## config.mk

```make
export PLATFORM = sky130hd
export DESIGN_NAME = conv_stream_engine
export DESIGN_NICKNAME = d
export VERILOG_FILES = /design/src/rtl/cnn_pkg.sv /design/src/rtl/window_mac.sv /design/src/rtl/conv_stream_engine.sv
export SDC_FILE = /design/constraint.sdc
export NUM_CORES = 1
export LEC_CHECK = 0
export CAP_MARGIN = 20
export CORE_ASPECT_RATIO = 0.8
export CORE_MARGIN = 2
export CORE_UTILIZATION = 41
export CTS_CLUSTER_DIAMETER = 120
export DETAILED_ROUTE_END_ITERATION = 7
export GPL_TIMING_DRIVEN = 0
export MAX_ROUTING_LAYER = met4
export SYNTH_ARGS = -nofsm -noshare
export SYNTH_HDL_FRONTEND = slang
export SYNTH_HIERARCHICAL = 1
export SYNTH_SLANG_ARGS = --single-unit
```

## constraint.sdc

```tcl
create_clock -name clk -period 14.88 [get_ports clk]
set_clock_uncertainty 0.15 [all_clocks]
set_input_delay 1.488 -clock clk [delete_from_list [all_inputs] [get_ports clk]]
set_output_delay 1.488 -clock clk [all_outputs]
set_load 0.01 [all_outputs]
```

## src/rtl/cnn_pkg.sv

```systemverilog
`default_nettype none
// +----------------------------------------------------------------------------+
// | cnn_pkg : state encoding and output-geometry helpers for the CNN stages   |
// | Rev 1.0 : initial release                                                 |
// +----------------------------------------------------------------------------+
package cnn_pkg;

    typedef enum logic [1:0] {
        IDLE    = 2'd0,
        COMPUTE = 2'd1,
        EMIT    = 2'd2,
        FINISH  = 2'd3
    } conv_state_t;

    // Number of valid window positions along one axis (floor division).
    function automatic int calc_out_dim(input int image_dim, input int kernel_size,
                                        input int stride);
        return (image_dim - kernel_size) / stride + 1;
    endfunction

    // Wide enough that K*K full-precision products never overflow.
    function automatic int calc_acc_width(input int pixel_width, input int weight_width,
                                          input int kernel_size);
        return pixel_width + weight_width + $clog2(kernel_size * kernel_size);
    endfunction

endpackage
`default_nettype wire

```

## src/rtl/window_mac.sv

```systemverilog
`default_nettype none
// +----------------------------------------------------------------------------+
// | window_mac : combinational signed K*K window/kernel dot product           |
// | Rev 1.0 : initial release                                                 |
// +----------------------------------------------------------------------------+
module window_mac
    import cnn_pkg::*;
#(
    parameter int KERNEL_SIZE  = 3,
    parameter int PIXEL_WIDTH  = 2,
    parameter int WEIGHT_WIDTH = 2,
    parameter int ACC_WIDTH    = calc_acc_width(PIXEL_WIDTH, WEIGHT_WIDTH, KERNEL_SIZE)
) (
    input  logic        [PIXEL_WIDTH*KERNEL_SIZE*KERNEL_SIZE-1:0]  window,
    input  logic        [WEIGHT_WIDTH*KERNEL_SIZE*KERNEL_SIZE-1:0] kernel,
    output logic signed [ACC_WIDTH-1:0]                            sum
);

    localparam int c_KK         = KERNEL_SIZE * KERNEL_SIZE;
    localparam int c_PROD_WIDTH = PIXEL_WIDTH + WEIGHT_WIDTH;

    logic signed [c_PROD_WIDTH-1:0] w_px;
    logic signed [c_PROD_WIDTH-1:0] w_wt;
    logic signed [c_PROD_WIDTH-1:0] w_prod;

    // Element 0 sits in the MSBs of both packed vectors.
    always_comb begin
        w_px   = '0;
        w_wt   = '0;
        w_prod = '0;
        sum    = '0;
        for (int i = 0; i < c_KK; i++) begin
            w_px   = c_PROD_WIDTH'($signed(window[(c_KK-1-i)*PIXEL_WIDTH +: PIXEL_WIDTH]));
            w_wt   = c_PROD_WIDTH'($signed(kernel[(c_KK-1-i)*WEIGHT_WIDTH +: WEIGHT_WIDTH]));
            w_prod = w_px * w_wt;
            sum    = sum + ACC_WIDTH'(w_prod);
        end
    end

endmodule
`default_nettype wire

```

## src/rtl/conv_stream_engine.sv

```systemverilog
`default_nettype none
// +----------------------------------------------------------------------------+
// | conv_stream_engine : multi-feature 2D convolution with streamed results   |
// | Optional macro CONV_RELU_EN clamps negative sums to zero.                 |
// | Rev 1.0 : initial release                                                 |
// +----------------------------------------------------------------------------+
module conv_stream_engine
    import cnn_pkg::*;
#(
    parameter int IMAGE_WIDTH  = 12,
    parameter int IMAGE_HEIGHT = 12,
    parameter int NUM_FEATURES = 2,
    parameter int KERNEL_SIZE  = 3,
    parameter int STRIDE       = 1,
    parameter int PIXEL_WIDTH  = 2,
    parameter int WEIGHT_WIDTH = 2
) (
    input  logic                                                       clk,
    input  logic                                                       rst,
    input  logic [PIXEL_WIDTH*IMAGE_HEIGHT*IMAGE_WIDTH-1:0]            image_input,
    input  logic [WEIGHT_WIDTH*KERNEL_SIZE*KERNEL_SIZE-1:0]            weights_input,
    input  logic [$clog2(NUM_FEATURES):0]                              feature_writeAddr,
    input  logic                                                       feature_WrEn,
    input  logic                                                       start,
    output logic                                                       busy,
    output logic                                                       done,
    output logic signed [calc_acc_width(PIXEL_WIDTH, WEIGHT_WIDTH, KERNEL_SIZE)-1:0] out_data,
    output logic [$clog2(NUM_FEATURES):0]                              out_feature,
    output logic [$clog2(calc_out_dim(IMAGE_HEIGHT, KERNEL_SIZE, STRIDE)):0] out_row,
    output logic [$clog2(calc_out_dim(IMAGE_WIDTH, KERNEL_SIZE, STRIDE)):0]  out_col,
    output logic                                                       out_valid,
    input  logic                                                       out_ready
);

    localparam int c_OUT_W     = calc_out_dim(IMAGE_WIDTH, KERNEL_SIZE, STRIDE);
    localparam int c_OUT_H     = calc_out_dim(IMAGE_HEIGHT, KERNEL_SIZE, STRIDE);
    localparam int c_ACC_WIDTH = calc_acc_width(PIXEL_WIDTH, WEIGHT_WIDTH, KERNEL_SIZE);
    localparam int c_FW        = $clog2(NUM_FEATURES) + 1;
    localparam int c_RW        = $clog2(c_OUT_H) + 1;
    localparam int c_CW        = $clog2(c_OUT_W) + 1;
    localparam int c_KK        = KERNEL_SIZE * KERNEL_SIZE;
    localparam int c_NPIX      = IMAGE_HEIGHT * IMAGE_WIDTH;
    localparam int c_IMG_BITS  = PIXEL_WIDTH * c_NPIX;
    localparam int c_KER_BITS  = WEIGHT_WIDTH * c_KK;
    localparam int c_WIN_BITS  = PIXEL_WIDTH * c_KK;
    // Depth covers the whole address range so the slot index never needs trimming.
    localparam int c_MEM_DEPTH = 2 ** c_FW;

    localparam logic [c_FW-1:0] c_LAST_FEAT = c_FW'(NUM_FEATURES - 1);
    localparam logic [c_RW-1:0] c_LAST_ROW  = c_RW'(c_OUT_H - 1);
    localparam logic [c_CW-1:0] c_LAST_COL  = c_CW'(c_OUT_W - 1);

    conv_state_t                    r_state;
    conv_state_t                    w_next_state;
    logic [c_IMG_BITS-1:0]          r_image;
    logic [c_KER_BITS-1:0]          r_feat_mem [c_MEM_DEPTH];
    logic [c_FW-1:0]                r_feat;
    logic [c_RW-1:0]                r_row;
    logic [c_CW-1:0]                r_col;
    logic signed [c_ACC_WIDTH-1:0]  r_out_data;
    logic [c_FW-1:0]                r_out_feature;
    logic [c_RW-1:0]                r_out_row;
    logic [c_CW-1:0]                r_out_col;

    logic [c_WIN_BITS-1:0]          w_window;
    logic [c_KER_BITS-1:0]          w_kernel;
    logic signed [c_ACC_WIDTH-1:0]  w_sum;
    logic signed [c_ACC_WIDTH-1:0]  w_result;
    logic                           w_start_pass;
    logic                           w_accept;
    logic                           w_last_beat;
    logic                           w_wr_ok;

    assign w_last_beat = (r_feat == c_LAST_FEAT) && (r_row == c_LAST_ROW) &&
                         (r_col == c_LAST_COL);
    assign w_wr_ok     = feature_WrEn && (r_state == IDLE) &&
                         (int'(feature_writeAddr) < NUM_FEATURES);
    assign w_kernel    = r_feat_mem[r_feat];

    always_ff @(posedge clk) begin
        if (rst) begin
            r_state <= IDLE;
        end else begin
            r_state <= w_next_state;
        end
    end

    always_comb begin
        w_next_state = r_state;
        w_start_pass = 1'b0;
        w_accept     = 1'b0;
        busy         = 1'b0;
        done         = 1'b0;
        out_valid    = 1'b0;
        case (r_state)
            IDLE: begin
                if (start) begin
                    w_start_pass = 1'b1;
                    w_next_state = COMPUTE;
                end
            end
            COMPUTE: begin
                busy         = 1'b1;
                w_next_state = EMIT;
            end
            EMIT: begin
                busy      = 1'b1;
                out_valid = 1'b1;
                if (out_ready) begin
                    w_accept     = 1'b1;
                    w_next_state = w_last_beat ? FINISH : COMPUTE;
                end
            end
            FINISH: begin
                done         = 1'b1;
                w_next_state = IDLE;
            end
            default: w_next_state = IDLE;
        endcase
    end

    // Gather the K*K window at (row*STRIDE, col*STRIDE); pixel 0 of the image is in the MSBs.
    always_comb begin
        int pix_idx;
        int win_idx;
        pix_idx  = 0;
        win_idx  = 0;
        w_window = '0;
        for (int ky = 0; ky < KERNEL_SIZE; ky++) begin
            for (int kx = 0; kx < KERNEL_SIZE; kx++) begin
                win_idx = ky * KERNEL_SIZE + kx;
                pix_idx = (int'(r_row) * STRIDE + ky) * IMAGE_WIDTH +
                          int'(r_col) * STRIDE + kx;
                w_window[(c_KK-1-win_idx)*PIXEL_WIDTH +: PIXEL_WIDTH] =
                    r_image[(c_NPIX-1-pix_idx)*PIXEL_WIDTH +: PIXEL_WIDTH];
            end
        end
    end

    window_mac #(
        .KERNEL_SIZE  (KERNEL_SIZE),
        .PIXEL_WIDTH  (PIXEL_WIDTH),
        .WEIGHT_WIDTH (WEIGHT_WIDTH),
        .ACC_WIDTH    (c_ACC_WIDTH)
    ) u_window_mac (
        .window (w_window),
        .kernel (w_kernel),
        .sum    (w_sum)
    );

`ifdef CONV_RELU_EN
    assign w_result = w_sum[c_ACC_WIDTH-1] ? '0 : w_sum;
`else
    assign w_result = w_sum;
`endif

    // The image is only read between a start and the end of its pass.
    always_ff @(posedge clk) begin
        if (w_start_pass && !rst) begin
            r_image <= image_input;
        end
    end

    always_ff @(posedge clk) begin
        if (rst) begin
            r_feat        <= '0;
            r_row         <= '0;
            r_col         <= '0;
            r_out_data    <= '0;
            r_out_feature <= '0;
            r_out_row     <= '0;
            r_out_col     <= '0;
            for (int i = 0; i < c_MEM_DEPTH; i++) begin
                r_feat_mem[i] <= '0;
            end
        end else begin
            if (w_wr_ok) begin
                r_feat_mem[feature_writeAddr] <= weights_input;
            end
            if (w_start_pass) begin
                r_feat <= '0;
                r_row  <= '0;
                r_col  <= '0;
            end
            if (r_state == COMPUTE) begin
                r_out_data    <= w_result;
                r_out_feature <= r_feat;
                r_out_row     <= r_row;
                r_out_col     <= r_col;
            end
            // Column fastest, then row, then feature.
            if (w_accept) begin
                if (r_col == c_LAST_COL) begin
                    r_col <= '0;
                    if (r_row == c_LAST_ROW) begin
                        r_row  <= '0;
                        r_feat <= r_feat + 1'b1;
                    end else begin
                        r_row <= r_row + 1'b1;
                    end
                end else begin
                    r_col <= r_col + 1'b1;
                end
            end
        end
    end

    assign out_data    = r_out_data;
    assign out_feature = r_out_feature;
    assign out_row     = r_out_row;
    assign out_col     = r_out_col;

endmodule
`default_nettype wire

```

==> insert_results.sql <==
INSERT INTO impl_metrics (metric_group, metric, value, unit) VALUES
('cells_and_area', 'fin_cells', '3390', ''),
('timing', 'final_max_slew_viol_count', '0', ''),
('global_route', 'grt_pass1_wl', '149000', 'µm'),
('synthesis', 'synthesis.area', '28200', 'µm²'),
('worst_setup_path', 'critical-path-top-delay-family', 'adder cells', ''),
('cells_and_area', 'layout.core_utilization', '51.4', '%'),
('cts', 'clock_path_buffers', '3', ''),
('hold_path', 'min_delay_path_depth', '2', ''),
('timing', 'relSlewSlack', '19.2', '%'),
('global_route', 'global_route.overflow_total', '0', ''),
('drt', 'avgRoutedWirePerCell', '30.5', 'µm'),
('timing', 'rsz0062_at_grt', 'false', ''),
('drt', 'iteration_count_of_the_initial_detailed_routing_pass', '6', ''),
('floorplanning', 'initial_core_util', '41.6', '%'),
('worst_setup_path', 'critPathSlowestCell', 'sky130_fd_sc_hd__xnor2_2', ''),
('cells_and_area', 'drive_gt1_share', '21.9', '%'),
('drt', 'viasPerCell', '6.24', ''),
('pwr', 'share_clk_of_total_power', '29.8', '%'),
('cts', 'cts.sinks', '394', ''),
('floorplanning', 'dieWidth', '297', 'µm'),
('global_route', 'grt_start_max_net_pins', '39', ''),
('pwr', 'netSwitchingPower', '1.25', 'mW'),
('placed_design', 'buffer_ports.inserted', '335', ''),
('floorplanning', 'core_area', '67600', 'µm²'),
('floorplanning', 'io-pin-count', '336', ''),
('timing', 'achievable_freq', '89.0', 'MHz'),
('timing', 'post_route_setup_tns', '0', 'ps'),
('timing', 'setup_viol', '0', ''),
('cts', 'clk_pin_slew_worst_paths', '70', 'ps'),
('pwr', 'power_report.internal_total', '2.67', 'mW'),
('hold_path', 'worstHoldPathType', 'reg -> reg', ''),
('timing', 'final_period_minus_worst_setup_slack', '11230', 'ps'),
('cts', 'ctsRootBufferMaster', 'sky130_fd_sc_hd__clkbuf_16', ''),
('cells_and_area', 'area_growth_syn_to_layout', '23.5', '%'),
('run', 'cap_viol_max_count', '0', ''),
('pwr', 'power.ir.vdd_worst', '0.000218', 'V'),
('worst_setup_path', 'critPathMaxFanout', '12', ''),
('pwr', 'cellLeakagePower', '12.2', 'nW'),
('drt', 'route.detailed.drc', '0', ''),
('placed_design', 'numPlacedInstances', '3305', ''),
('worst_setup_path', 'required', '15250', 'ps'),
('drt', 'final_antenna_net_count', '0', ''),
('cts', 'clock_latency', '610', 'ps'),
('floorplanning', 'floorplan.die_area', '70800', 'µm²'),
('cts', 'htree_num_levels', '2', ''),
('worst_setup_path', 'slowest_delay', '950', 'ps'),
('worst_setup_path', 'cp_common_cell', 'sky130_fd_sc_hd__fa_1', ''),
('global_route', 'grt_use_total', '30.1', '%'),
('synthesis', 'async_flop_share', '0', '%'),
('synthesis', 'synth-warning-count', '6', ''),
('cts', 'cts-buffers-inserted', '42', ''),
('synthesis', 'synth.lib_cells_used.distinct', '92', ''),
('placed_design', 'place_hpwl', '83300', 'µm'),
('synthesis', 'syn-mean-instance-area', '14.0', 'µm²'),
('synthesis', 'synthCells', '2015', ''),
('drt', 'drtIter0Drc', '2565', ''),
('timing', 'timing.final.crit_share', '75.5', '%'),
('worst_setup_path', 'worstPathArrival', '11600', 'ps'),
('status', 'outcome', 'finished, final reports clean', ''),
('worst_setup_path', 'cp_num_buf_inv', '6', ''),
('pwr', 'sw_frac_of_total', '31.9', '%'),
('synthesis', 'synth-seq-area-share', '40.8', '%'),
('pwr', 'power.combinational.fraction', '35.6', '%'),
('worst_setup_path', 'rr_worst_depth', '33', ''),
('worst_setup_path', 'critical_path_cell_count', '33', ''),
('pwr', 'post-layout-total-power', '3.92', 'mW'),
('worst_setup_path', 'worst_setup_path_end_kind', 'register', ''),
('worst_setup_path', 'start_kind', 'register', ''),
('timing', 'max_slew.worst_pin.slew', '1210', 'ps'),
('cts', 'cts-hold-fix-buffers', '0', ''),
('global_route', 'grt_antenna_before_repair', '4', '');
==> layer usage <==
layer / wire length, µm / GRT usage, %
met1: 45500 / 43.5
met2: 45300 / 43.7
met3: 10200 / 6.78
met4: 2360 / 6.63
met5: 0 / -
==> state kept, by name, summed over array words and instances (netlist names) <==
name,count
out_data,8
r_feat_mem,72
r_col,5
r_image,288
out_row,5
out_col,5
r_state,2
out_feature,2
r_row,5
r_feat,2
==> area by class of cell <==
class	instances	area [µm²]
antenna	3	7.51
buffer	118	522
sequential	394	11500
multi-input combinational	1378	15700
fill	5831	32900
clock buffer	48	1100
timing repair buffer	364	3810
tap	913	1140
clock inverter	30	433
inverter	142	533
==> cells in the final DEF, fill, tap and decap left out, types with 13 or more instances in the layout <==
master,instances
sky130_fd_sc_hd__edfxtp_1,360
sky130_fd_sc_hd__mux4_2,337
sky130_fd_sc_hd__clkdlybuf4s50_1,335
sky130_fd_sc_hd__nand2_1,141
sky130_fd_sc_hd__inv_1,139
sky130_fd_sc_hd__nor2_1,138
sky130_fd_sc_hd__mux2i_1,127
sky130_fd_sc_hd__ha_1,70
sky130_fd_sc_hd__fa_1,62
sky130_fd_sc_hd__a21oi_1,61
sky130_fd_sc_hd__o21ai_0,52
sky130_fd_sc_hd__clkbuf_1,51
sky130_fd_sc_hd__xnor2_1,45
sky130_fd_sc_hd__clkbuf_16,43
sky130_fd_sc_hd__buf_2,39
sky130_fd_sc_hd__dfxtp_1,34
sky130_fd_sc_hd__nor3_1,29
sky130_fd_sc_hd__buf_1,24
sky130_fd_sc_hd__and2_1,20
sky130_fd_sc_hd__nand3_1,18
sky130_fd_sc_hd__mux2_2,18
sky130_fd_sc_hd__buf_8,18
sky130_fd_sc_hd__conb_1,18
sky130_fd_sc_hd__xor2_1,17
sky130_fd_sc_hd__nor2b_1,17
sky130_fd_sc_hd__o211ai_1,14
sky130_fd_sc_hd__a211oi_1,14
sky130_fd_sc_hd__nand2b_1,13
==> tightest hold or removal path, cell delays in order, from the launching register on <==
cell and delay, ps:
sky130_fd_sc_hd__dfxtp_1 320, sky130_fd_sc_hd__mux2i_1 60, sky130_fd_sc_hd__nor2_1 70
==> power groups by stage <==
stage	sequential, mW	clock, mW	combinational (mW)
final	1.36	1.17	1.40
after global routing	1.36	1.23	1.56
after floorplan	1.38	0	0.975
after global placement	1.40	0	1.35
after detailed placement	1.38	0	1.39
after CTS	1.36	1.19	1.40
==> through the flow <==
| stage | setup WS (ps) | hold slack (ps) | area [µm²] |
|---|---|---|---|
| 2_1_floorplan | 4850 | 355 | 28200 |
| 3_3_place_gp | 1350 | 330 | 32700 |
| 3_5_place_dp | 3810 | 332 | 33200 |
| 4_1_cts | 3760 | 348 | 34700 |
| 5_1_grt | 3050 | 385 | 34800 |
| 6_report | 3650 | 342 | 34800 |
==> Yosys cell counts, types with 9 or more instances <==
cell type	count	share of area [%]
sky130_fd_sc_hd__xor2_1	18	0.56
sky130_fd_sc_hd__nand2b_1	13	0.29
sky130_fd_sc_hd__o211ai_1	14	0.37
sky130_fd_sc_hd__a21oi_1	61	1.1
sky130_fd_sc_hd__buf_1	24	0.32
sky130_fd_sc_hd__clkbuf_1	47	0.63
sky130_fd_sc_hd__nand3_1	18	0.32
sky130_fd_sc_hd__and3_1	9	0.20
sky130_fd_sc_hd__and2_1	20	0.44
sky130_fd_sc_hd__mux2i_1	127	4.5
sky130_fd_sc_hd__xnor2_1	50	1.6
sky130_fd_sc_hd__a21o_1	9	0.24
sky130_fd_sc_hd__o21ai_0	52	0.92
sky130_fd_sc_hd__nor2b_1	17	0.38
sky130_fd_sc_hd__buf_2	39	0.69
sky130_fd_sc_hd__a211oi_1	14	0.37
sky130_fd_sc_hd__nand2_1	141	1.9
sky130_fd_sc_hd__nor3_1	29	0.52
sky130_fd_sc_hd__fa_1	62	4.4
sky130_fd_sc_hd__edfxtp_1	360	38
sky130_fd_sc_hd__mux4_2	337	27
sky130_fd_sc_hd__inv_1	139	1.9
sky130_fd_sc_hd__mux2_2	18	0.72
sky130_fd_sc_hd__ha_1	70	3.1
sky130_fd_sc_hd__nor2_1	139	1.9
sky130_fd_sc_hd__dfxtp_1	34	2.4
==> cell families (layout without fill, tap and decap cells) <==
family          Yosys count  after routing  synth area share [%]
simple gates            447            447                  7.67
xor+xnor                 81             81                  2.95
compound gates          216            216                  4.95
other cells               1             21                0.0133
flops                   394            394                  40.8
buf+inv                 260            702                  3.74
mux                     484            484                  32.4
fa+ha+maj               132            132                  7.52
==> path summary, 6_finish.rpt <==
path | startpoint | end | slack, ps
min reg2reg | out_row[2]$_SDFFE_PP0N_ | out_row[2]$_SDFFE_PP0N_ | 340
max reg2reg | r_row[1]$_SDFF_PP0_ | out_data[6]$_SDFFE_PP0N_ | 3650
min | out_row[2]$_SDFFE_PP0N_ | out_row[2]$_SDFFE_PP0N_ | 340
max | r_row[1]$_SDFF_PP0_ | out_data[6]$_SDFFE_PP0N_ | 3650
Note: power is estimated with default switching activity, not from simulation.
